==> src/rtl/ddr_event_chunk_writer.sv <==
// ddr_event_chunk_writer
// Single-ID AXI4 write master: takes a chunk command (base address and burst
// count), moves event data from one AXI4-Stream source into DDR as fixed-length
// INCR bursts with bounded outstanding responses, then reports completion.
//
// Ports:
//   aclk, aresetn          clock; synchronous reset, active HIGH despite the name
//   cmd_*                  chunk command (addr, nburst) with valid/ready
//   s_axis_*               event data stream in
//   m_axi_aw*, m_axi_w*    AXI4 write address / data channels
//   m_axi_b*               AXI4 write response channel (bid ignored)
//   done, done_err         one-cycle completion pulse and sticky error status
//
// Optional: define DDR_EVENT_CHUNK_WRITER_STATS_EN to add the saturating
// stat_bursts (B responses) and stat_wstall (W stall cycles) counters.
module ddr_event_chunk_writer #(
  parameter int unsigned DATA_WIDTH      = 64,
  parameter int unsigned ADDR_WIDTH      = 40,
  parameter int unsigned BURST_LEN       = 64,
  parameter int unsigned MAX_OUTSTANDING = 4,
  parameter int unsigned AXI_ID          = 0
) (
  input  logic                    aclk,
  input  logic                    aresetn,
  input  logic [ADDR_WIDTH-1:0]   cmd_addr,
  input  logic [15:0]             cmd_nburst,
  input  logic                    cmd_valid,
  output logic                    cmd_ready,
  input  logic [DATA_WIDTH-1:0]   s_axis_tdata,
  input  logic                    s_axis_tvalid,
  output logic                    s_axis_tready,
  output logic [2:0]              m_axi_awid,
  output logic [ADDR_WIDTH-1:0]   m_axi_awaddr,
  output logic [7:0]              m_axi_awlen,
  output logic [2:0]              m_axi_awsize,
  output logic [1:0]              m_axi_awburst,
  output logic [3:0]              m_axi_awcache,
  output logic [2:0]              m_axi_awprot,
  output logic                    m_axi_awvalid,
  input  logic                    m_axi_awready,
  output logic [DATA_WIDTH-1:0]   m_axi_wdata,
  output logic [DATA_WIDTH/8-1:0] m_axi_wstrb,
  output logic                    m_axi_wlast,
  output logic                    m_axi_wvalid,
  input  logic                    m_axi_wready,
  input  logic [2:0]              m_axi_bid,
  input  logic [1:0]              m_axi_bresp,
  input  logic                    m_axi_bvalid,
  output logic                    m_axi_bready,
  output logic                    done,
  output logic                    done_err
`ifdef DDR_EVENT_CHUNK_WRITER_STATS_EN
  ,
  output logic [31:0]             stat_bursts,
  output logic [31:0]             stat_wstall
`endif
);

  localparam int unsigned STRB_W      = DATA_WIDTH / 8;
  localparam int unsigned BURST_BYTES = BURST_LEN * STRB_W;
  localparam int unsigned ALIGN_BITS  = $clog2(BURST_BYTES);
  localparam int unsigned SIZE_LOG2   = $clog2(STRB_W);

  typedef enum logic [1:0] {S_IDLE, S_RUN, S_FIN} state_t;

  state_t      state;
  logic [15:0] nburst_q;
  logic [15:0] aw_cnt;     // AWs issued for the current command
  logic [15:0] wb_cnt;     // W bursts completed for the current command
  logic [7:0]  beat;
  logic [3:0]  outst;
  logic        err_q;

  logic w_open, aw_hs, w_hs, b_hs, aw_can;
  logic unused_bits;

  // Constant AW attributes
  assign m_axi_awid    = 3'(AXI_ID);
  assign m_axi_awlen   = 8'(BURST_LEN - 1);
  assign m_axi_awsize  = 3'(SIZE_LOG2);
  assign m_axi_awburst = 2'b01;
  assign m_axi_awcache = 4'b0011;
  assign m_axi_awprot  = 3'b000;
  assign m_axi_wstrb   = '1;
  assign unused_bits   = ^{m_axi_bid, m_axi_bresp[0]};

  // Handshake readiness follows state directly so it is correct the cycle after reset
  assign cmd_ready    = (state == S_IDLE) && !aresetn;
  assign m_axi_bready = !aresetn;

  // W may only carry beats for bursts whose AW has already been issued
  assign w_open        = (state == S_RUN) && (wb_cnt < aw_cnt);
  assign m_axi_wvalid  = s_axis_tvalid && w_open;
  assign s_axis_tready = m_axi_wready && w_open;
  assign m_axi_wdata   = s_axis_tdata;
  assign m_axi_wlast   = (beat == 8'(BURST_LEN - 1));

  assign aw_hs = m_axi_awvalid && m_axi_awready;
  assign w_hs  = m_axi_wvalid && m_axi_wready;
  // B responses outside RUN or with nothing outstanding are protocol violations; drop them
  assign b_hs  = m_axi_bvalid && m_axi_bready && (state == S_RUN) && (outst != 4'd0);

  // AW may run at most two bursts ahead of W and is bounded by outstanding B responses
  assign aw_can = (aw_cnt < nburst_q) &&
                  (outst < 4'(MAX_OUTSTANDING)) &&
                  (16'(aw_cnt - wb_cnt) < 16'd2);

  // Command FSM with AW/W/B bookkeeping
  always_ff @(posedge aclk) begin
    if (aresetn) begin
      state         <= S_IDLE;
      nburst_q      <= '0;
      aw_cnt        <= '0;
      wb_cnt        <= '0;
      beat          <= '0;
      outst         <= '0;
      err_q         <= 1'b0;
      m_axi_awvalid <= 1'b0;
      m_axi_awaddr  <= '0;
      done          <= 1'b0;
      done_err      <= 1'b0;
    end else begin
      done     <= 1'b0;
      done_err <= 1'b0;
      case (state)
        S_IDLE: begin
          if (cmd_valid) begin
            m_axi_awaddr <= {cmd_addr[ADDR_WIDTH-1:ALIGN_BITS], {ALIGN_BITS{1'b0}}};
            nburst_q     <= cmd_nburst;
            err_q        <= 1'b0;
            aw_cnt       <= '0;
            wb_cnt       <= '0;
            beat         <= '0;
            outst        <= '0;
            state        <= (cmd_nburst == 16'd0) ? S_FIN : S_RUN;
          end
        end
        S_RUN: begin
          if (aw_hs) begin
            m_axi_awvalid <= 1'b0;
            m_axi_awaddr  <= m_axi_awaddr + ADDR_WIDTH'(BURST_BYTES);
            aw_cnt        <= aw_cnt + 16'd1;
          end else if (!m_axi_awvalid && aw_can) begin
            m_axi_awvalid <= 1'b1;
          end

          if (w_hs) begin
            if (m_axi_wlast) begin
              beat   <= '0;
              wb_cnt <= wb_cnt + 16'd1;
            end else begin
              beat <= beat + 8'd1;
            end
          end

          if (aw_hs && !b_hs)      outst <= outst + 4'd1;
          else if (!aw_hs && b_hs) outst <= outst - 4'd1;

          if (b_hs && m_axi_bresp[1]) err_q <= 1'b1;

          if ((aw_cnt == nburst_q) && (wb_cnt == nburst_q) &&
              (outst == 4'd0) && !m_axi_awvalid) begin
            state <= S_FIN;
          end
        end
        S_FIN: begin
          done     <= 1'b1;
          done_err <= err_q;
          state    <= S_IDLE;
        end
        default: state <= S_IDLE;
      endcase
    end
  end

`ifdef DDR_EVENT_CHUNK_WRITER_STATS_EN
  // Saturating activity counters
  always_ff @(posedge aclk) begin
    if (aresetn) begin
      stat_bursts <= '0;
      stat_wstall <= '0;
    end else begin
      if (m_axi_bvalid && m_axi_bready && (stat_bursts != 32'hFFFF_FFFF))
        stat_bursts <= stat_bursts + 32'd1;
      if ((state == S_RUN) && m_axi_wvalid && !m_axi_wready &&
          (stat_wstall != 32'hFFFF_FFFF))
        stat_wstall <= stat_wstall + 32'd1;
    end
  end
`endif

endmodule
==> config.mk <==
export PLATFORM = sky130hd
export DESIGN_NAME = ddr_event_chunk_writer
export DESIGN_NICKNAME = d
export VERILOG_FILES = /design/src/rtl/ddr_event_chunk_writer.sv
export SDC_FILE = /design/constraint.sdc
export NUM_CORES = 1
export LEC_CHECK = 0
export ABC_CLOCK_PERIOD_IN_PS = 3600
export CAP_MARGIN = 15
export CELL_PAD_IN_SITES_DETAIL_PLACEMENT = 0
export CELL_PAD_IN_SITES_GLOBAL_PLACEMENT = 1
export CORE_MARGIN = 1.5
export CORE_UTILIZATION = 32
export DETAILED_ROUTE_END_ITERATION = 8
export PLACE_DENSITY_LB_ADDON = 0.1
export SETUP_SLACK_MARGIN = 0.1
export SKIP_LAST_GASP = 1
export SYNTH_ARGS = -nofsm -noshare
export SYNTH_HDL_FRONTEND = slang
export SYNTH_SLANG_ARGS = --single-unit
==> constraint.sdc <==
create_clock -name aclk -period 3.6 [get_ports aclk]
set_input_delay 0.54 -clock aclk [delete_from_list [all_inputs] [get_ports aclk]]
set_output_delay 0.54 -clock aclk [all_outputs]
set_load 0.005 [all_outputs]
## Word-level counts from Yosys, hierarchy flattened

Cells that the tools add are included.

| cells by class | value |
|---|---|
| mux-type cells | 27 |
| reductions and logical operators | 37 |
| eq/ne operators | 12 |
| shifts and indexed selects | 0 |
| bitwise operators | 1 |
| $mul | 0 |
| $add $sub $neg | 7 |
| div/mod/pow operators | 0 |
| order comparisons | 4 |

Operators with widths:

| operator | number |
|---|---|
| two-way mux 40 bit | 2 |
| one-hot mux 40 bit (2 select lines) | 1 |
| two-way mux 16 bit | 4 |
| one-hot mux 16 bit (2 select lines) | 2 |
| adder 40 x 10 -> 40 bit, second input constant | 1 |
| adder 16 x 1 -> 16 bit, second input constant | 2 |
| == test 16 bit | 2 |
| less-than comparator 16 bit | 2 |
| two-way mux 8 bit | 3 |
| logical AND 1 bit | 18 |
| zero test 16 bit | 1 |
| less-than comparator 16 x 2 -> 1 bit, second input constant | 1 |
| one-hot mux 8 bit (2 select lines) | 1 |
| subtractor 16 bit | 1 |
| two-way mux 4 bit | 3 |
| AND reduction 3 bit | 4 |
| adder 8 x 1 -> 8 bit, second input constant | 1 |
| == test 8 x 6 -> 1 bit, second input constant | 1 |
| != test 2 bit, second input constant | 4 |
| one-hot mux 4 bit (2 select lines) | 1 |
| two-way mux 2 bit | 3 |
| AND reduction 2 bit | 3 |
| two-way mux 1 bit | 5 |
| adder 4 x 1 -> 4 bit, second input constant | 1 |
| 16 further kinds | 21 |

| word-level totals | value |
|---|---|
| latch bits | 0 |
| register bits after elaboration | 106 |
| memories kept | 0 |
| RAM bits | 0 |
| memory bits (read-only) | 0 |
| input bits | 132 |

## Logic depth before layout (Yosys ltp)

| depth | value |
|---|---|
| depth after elaboration | 8 |
| depth in mapped cells | 12 |
| gate-level depth less buffers | 10 |

## Least setup slack after synthesis

Ideal clock, no wire load.

| timing | value |
|---|---|
| path type | flip-flop to flip-flop |
| start | register aw_cnt[0] |
| end | register beat[7] |
| setup slack | 0.702 ns |
| buffers on the path | 0 |
| stages on the path, launching flop included | 11 |
| arrival | 2.812 ns |
| cells stage by stage | dfxtp_1 -> inv_1 -> ha_1 -> fa_1 -> nand2b_2 -> a211oi_4 -> o21ai_2 -> a311oi_4 -> nor2_4 -> or4_1 -> a211oi_1 |

| on the way | value |
|---|---|
| cells in the longest elaborated chain, start to end | 6 |

RTL lines:

| what | line | text |
|---|---|---|
| start, declared | 68 | `logic [15:0] aw_cnt;` |
| start signal, assigned | 142 | `aw_cnt <= aw_cnt + 16'd1;` |
| less-than comparator 16 bit | 92 | `assign w_open = (state == S_RUN) && (wb_cnt < aw_cnt);` |
| logical AND 1 bit | 92 |  |
| logical AND 1 bit | 93 | `assign m_axi_wvalid = s_axis_tvalid && w_open;` |
| logical AND 1 bit | 99 | `assign w_hs = m_axi_wvalid && m_axi_wready;` |
| != test 2 bit (no source line) | n/a |  |
| AND reduction 3 bit (no source line) | n/a |  |
| end signal, assigned | 152 | `beat <= beat + 8'd1;` |
| end, declared | 70 | `logic [7:0] beat;` |

Every way passes these cells.
A chain may end at the register's enable or synchronous reset.

## Final worst setup path

| timing | value |
|---|---|
| start | register aw_cnt[0] |
| end | output port m_axi_wvalid |

| on the way | value |
|---|---|
| cells in the longest elaborated chain, start to end | 3 |

RTL lines:

| what | line | text |
|---|---|---|
| less-than comparator 16 bit | 92 |  |
| logical AND 1 bit | 92 |  |
| logical AND 1 bit | 93 |  |
| end, declared | 44 | `output logic m_axi_wvalid,` |

Every way passes these cells.

==> impl_results.md <==
- Total global-route track usage: 19.0%
- Worst-path clk slew: 0.07 ns
- CP Class: reg2out
- Startpoint class of the critical path: register
- Die X: 154 um
- Fmax: 0.298 GHz
- Final TNS setup: 0 ns
- DP Area: 0.00799 mm2
- WL met2: between 9000 and 10000 um
- Chip height: between 150 and 200 um
- Detail Route Antenna Nets: 0
- H-tree levels: 3
- Worst reg-to-reg setup slack: 0.41 ns
- Inserted Diodes: 0
- CP Data Arrival Time: 2.82 ns
- Via Count: 6747
- Crit-path cells: inv_2 -> ha_2 -> fa_1 -> nand2b_2 -> a211oi_4 -> o21ai_2 -> nand3_1 -> and3_1 -> clkdlybuf4s50_1
- Main synth FF type: dfxtp_1
- IO Pins: 275
- Worst Path Max Fanout: 4
- Slowest cell on crit path: clkdlybuf4s50_1
- Synth Instances: 977
- Drt wl/cell: 17.5 um
- Hold Crit Class: reg2reg
- VDD IR max: ~0.25 mV
- Yosys warnings: 0
- Power Density: approximately 340 mW/mm2
- Fin crit period: between 3 and 4 ns
- Clock root cell: clkbuf_16
- Design area: 0.00836 mm2
- Sequential area share after synthesis: roughly a quarter
- Final Hold Fails: 0
- Row count: 55
- Worst Tran Pin Value: 1.15 ns
- NumNets Final: between 1000 and 1500
- Syn avg cell area: 7.47 um2
- Hpwl dp: 16800 um
- Via/cell ratio: 5.23
- Initial DRC count: 341
- Post-synth EDFFs: 0
- Synth area leader: dfxtp_1
- DRT Wirelength: 22500 um
- DR pass1 iterations: 5
- Max stage delay on crit path: 0.49 ns
- Max cap viols: 0
- Overall Power: between 2 and 3 mW
- Number of buffers created by CTS: 9
- Wl on met1: 11300 um
- Largest net degree at the start of global routing: 50
- Global-route wire length before repair: 35700 um
- Input/output buffers: 93
- Area growth syn-to-layout: 14.6%
- # DRC: 0
- Netlist cell types: 72
- Fill cell count: 2372
- DIE AREA: 0.0237 mm2
- Setup violations, final: 0
- Core ar.: 0.0225 mm2
- Grt total ovfl: 0
- Cts hold-fix bufs: 0
- Post-synth top cells: buf_4 (106), dfxtp_1 (97), nand2_1 (96)
- Top cells by area, synth: dfxtp_1 (27%), buf_4 (11%), ha_1 (6.5%)
- Met3 WL: 1070 um
- Final Skew: ~0.010 ns
- DR top layer: met4
- Share of post-route cells with drive strength above 1: 7.77%
- CP bufs+invs: 2
- Crit-path leading delay family: adder cells
- Part of the cycle the worst path needs: 93.3%
- Vias in the first global route: 6328
- Required @ worst endpoint: 3.06 ns
- RSZ-0062 raised after global routing: no
- GP Congestion: 0.806
- Outcome: finished clean
- Max-slew violation count: 0
- Yosys top cell area share: 26.6%
- Final Core Density: 37.1%
- Clk sinks: 97
- CTS Buffer Depth: 2
- Starting density of the core: 32.4%
- Slew headroom: 23.3%
- Ys async rst share: 0%
- Crit. End Element: output port
- #FFs+latches synth: just under 100
- Count leader, synth: buf_4
- Clock Latency Late Sink: 0.35 ns
- CTS tree: built
- Post-synthesis instance area: 0.00730 mm2
- Static Leak: 3.21 nW
- Initial antenna violation count: 0
-- flip-flops by register name (all words and copies together) (netlist names) --
name and flops:
done 1, m_axi_awvalid 1, m_axi_awaddr 31, beat 8, done_err 1, aw_cnt 16
outst 4, err_q 1, wb_cnt 16, state 2, nburst_q 16
-- layout make-up --
type / count / area, um2 / share of cell area, %
Inverter: 51 / 191 / 2.29
Multi-Input combinational cell: 720 / 4410 / 52.8
Timing Repair Buffer: 120 / 1130 / 13.5
Tap cell: 285 / 357 / 4.27
Clock inverter: 7 / 93.8 / 1.12
Clock buffer: 9 / 225 / 2.69
Sequential cell: 97 / 1950 / 23.3
-- worst paths after layout --
| check | depth (start not counted) | end | from |
|---|---|---|---|
| setup / recovery | 9 | m_axi_wvalid | aw_cnt[0] |
| setup reg to reg | 11 | wb_cnt[8] | aw_cnt[0] |
| hold / removal | 1 | done_err | err_q |
| hold reg to reg | 1 | done_err | err_q |
-- layer usage --
metal,vias to the layer above,global-route usage (%)
met2,192,28.5
met1,3146,28.1
li1,3388,-
met4,0,4.48
met3,21,3.07
met5,-,0
-- worst register-to-register path: stages, from the launching register on --
cell       delay [ns]
dfxtp_1          0.37
inv_2            0.08
ha_2             0.20
fa_1             0.41
nand2b_2         0.24
a211oi_4         0.27
o21ai_2          0.13
a311oi_2         0.41
buf_4            0.21
o2111ai_1        0.26
or3_1            0.41
a21oi_1          0.14
-- per-stage QoR --
step | hold WS (ns) | worst slack (ns) | cells
3_3_place_gp | 0.460 | 0.314 | 1272
6_report | 0.473 | 0.242 | 1289
3_5_place_dp | 0.450 | 0.300 | 1272
5_1_grt | 0.508 | 0.106 | 1289
4_1_cts | 0.480 | 0.129 | 1289
2_1_floorplan | 0.429 | 0.702 | 1015
-- placed cells by master, fill, tap and decap left out, types with 12 or more instances in the layout --
| master | synthesis | layout |
|---|---|---|
| a211oi_1 | 20 | 20 |
| a21oi_1 | 83 | 83 |
| and3_1 | 12 | 12 |
| buf_4 | 106 | 27 |
| clkdlybuf4s50_1 | 0 | 92 |
| conb_1 | 2 | 40 |
| dfxtp_1 | 97 | 91 |
| ha_1 | 38 | 32 |
| inv_1 | 50 | 49 |
| nand2_1 | 96 | 96 |
| nand3_1 | 39 | 39 |
| nand4_1 | 20 | 20 |
| nor2_1 | 85 | 84 |
| nor3_1 | 21 | 21 |
| nor4_1 | 17 | 17 |
| o21ai_0 | 46 | 46 |
| o31ai_1 | 13 | 13 |
| or3_1 | 13 | 13 |
| xor2_1 | 32 | 32 |
-- repair_timing --
item	4_1_cts	5_1_grt
setup buffers	1	0
pin swaps	1	2
endpoints found under the setup margin	2	3
gates resized for setup	2	13
-- logic make-up (layout without fill, tap and decap cells) --
logic type                 after synthesis  in the layout  synth area share [%]
xor gates and xnor gates                39             39                  4.68
DFF                                     97             97                  26.6
other                                    2             40                 0.103
muxes                                    1              1                 0.137
and+or+nand+nor                        357            357                  24.1
adders and majority gates               40             40                  7.07
AOI/OAI and AO/OA                      243            243                  21.5
buffers and inverters                  198            187                  15.7
-- power breakdown --
| part | switching, mW | internal [mW] |
|---|---|---|
| registers | 0.0816 | 1.13 |
| clock network | 0.461 | 0.610 |
| logic | 0.313 | 0.271 |
No activity file was read; power rests on OpenSTA's default activity.
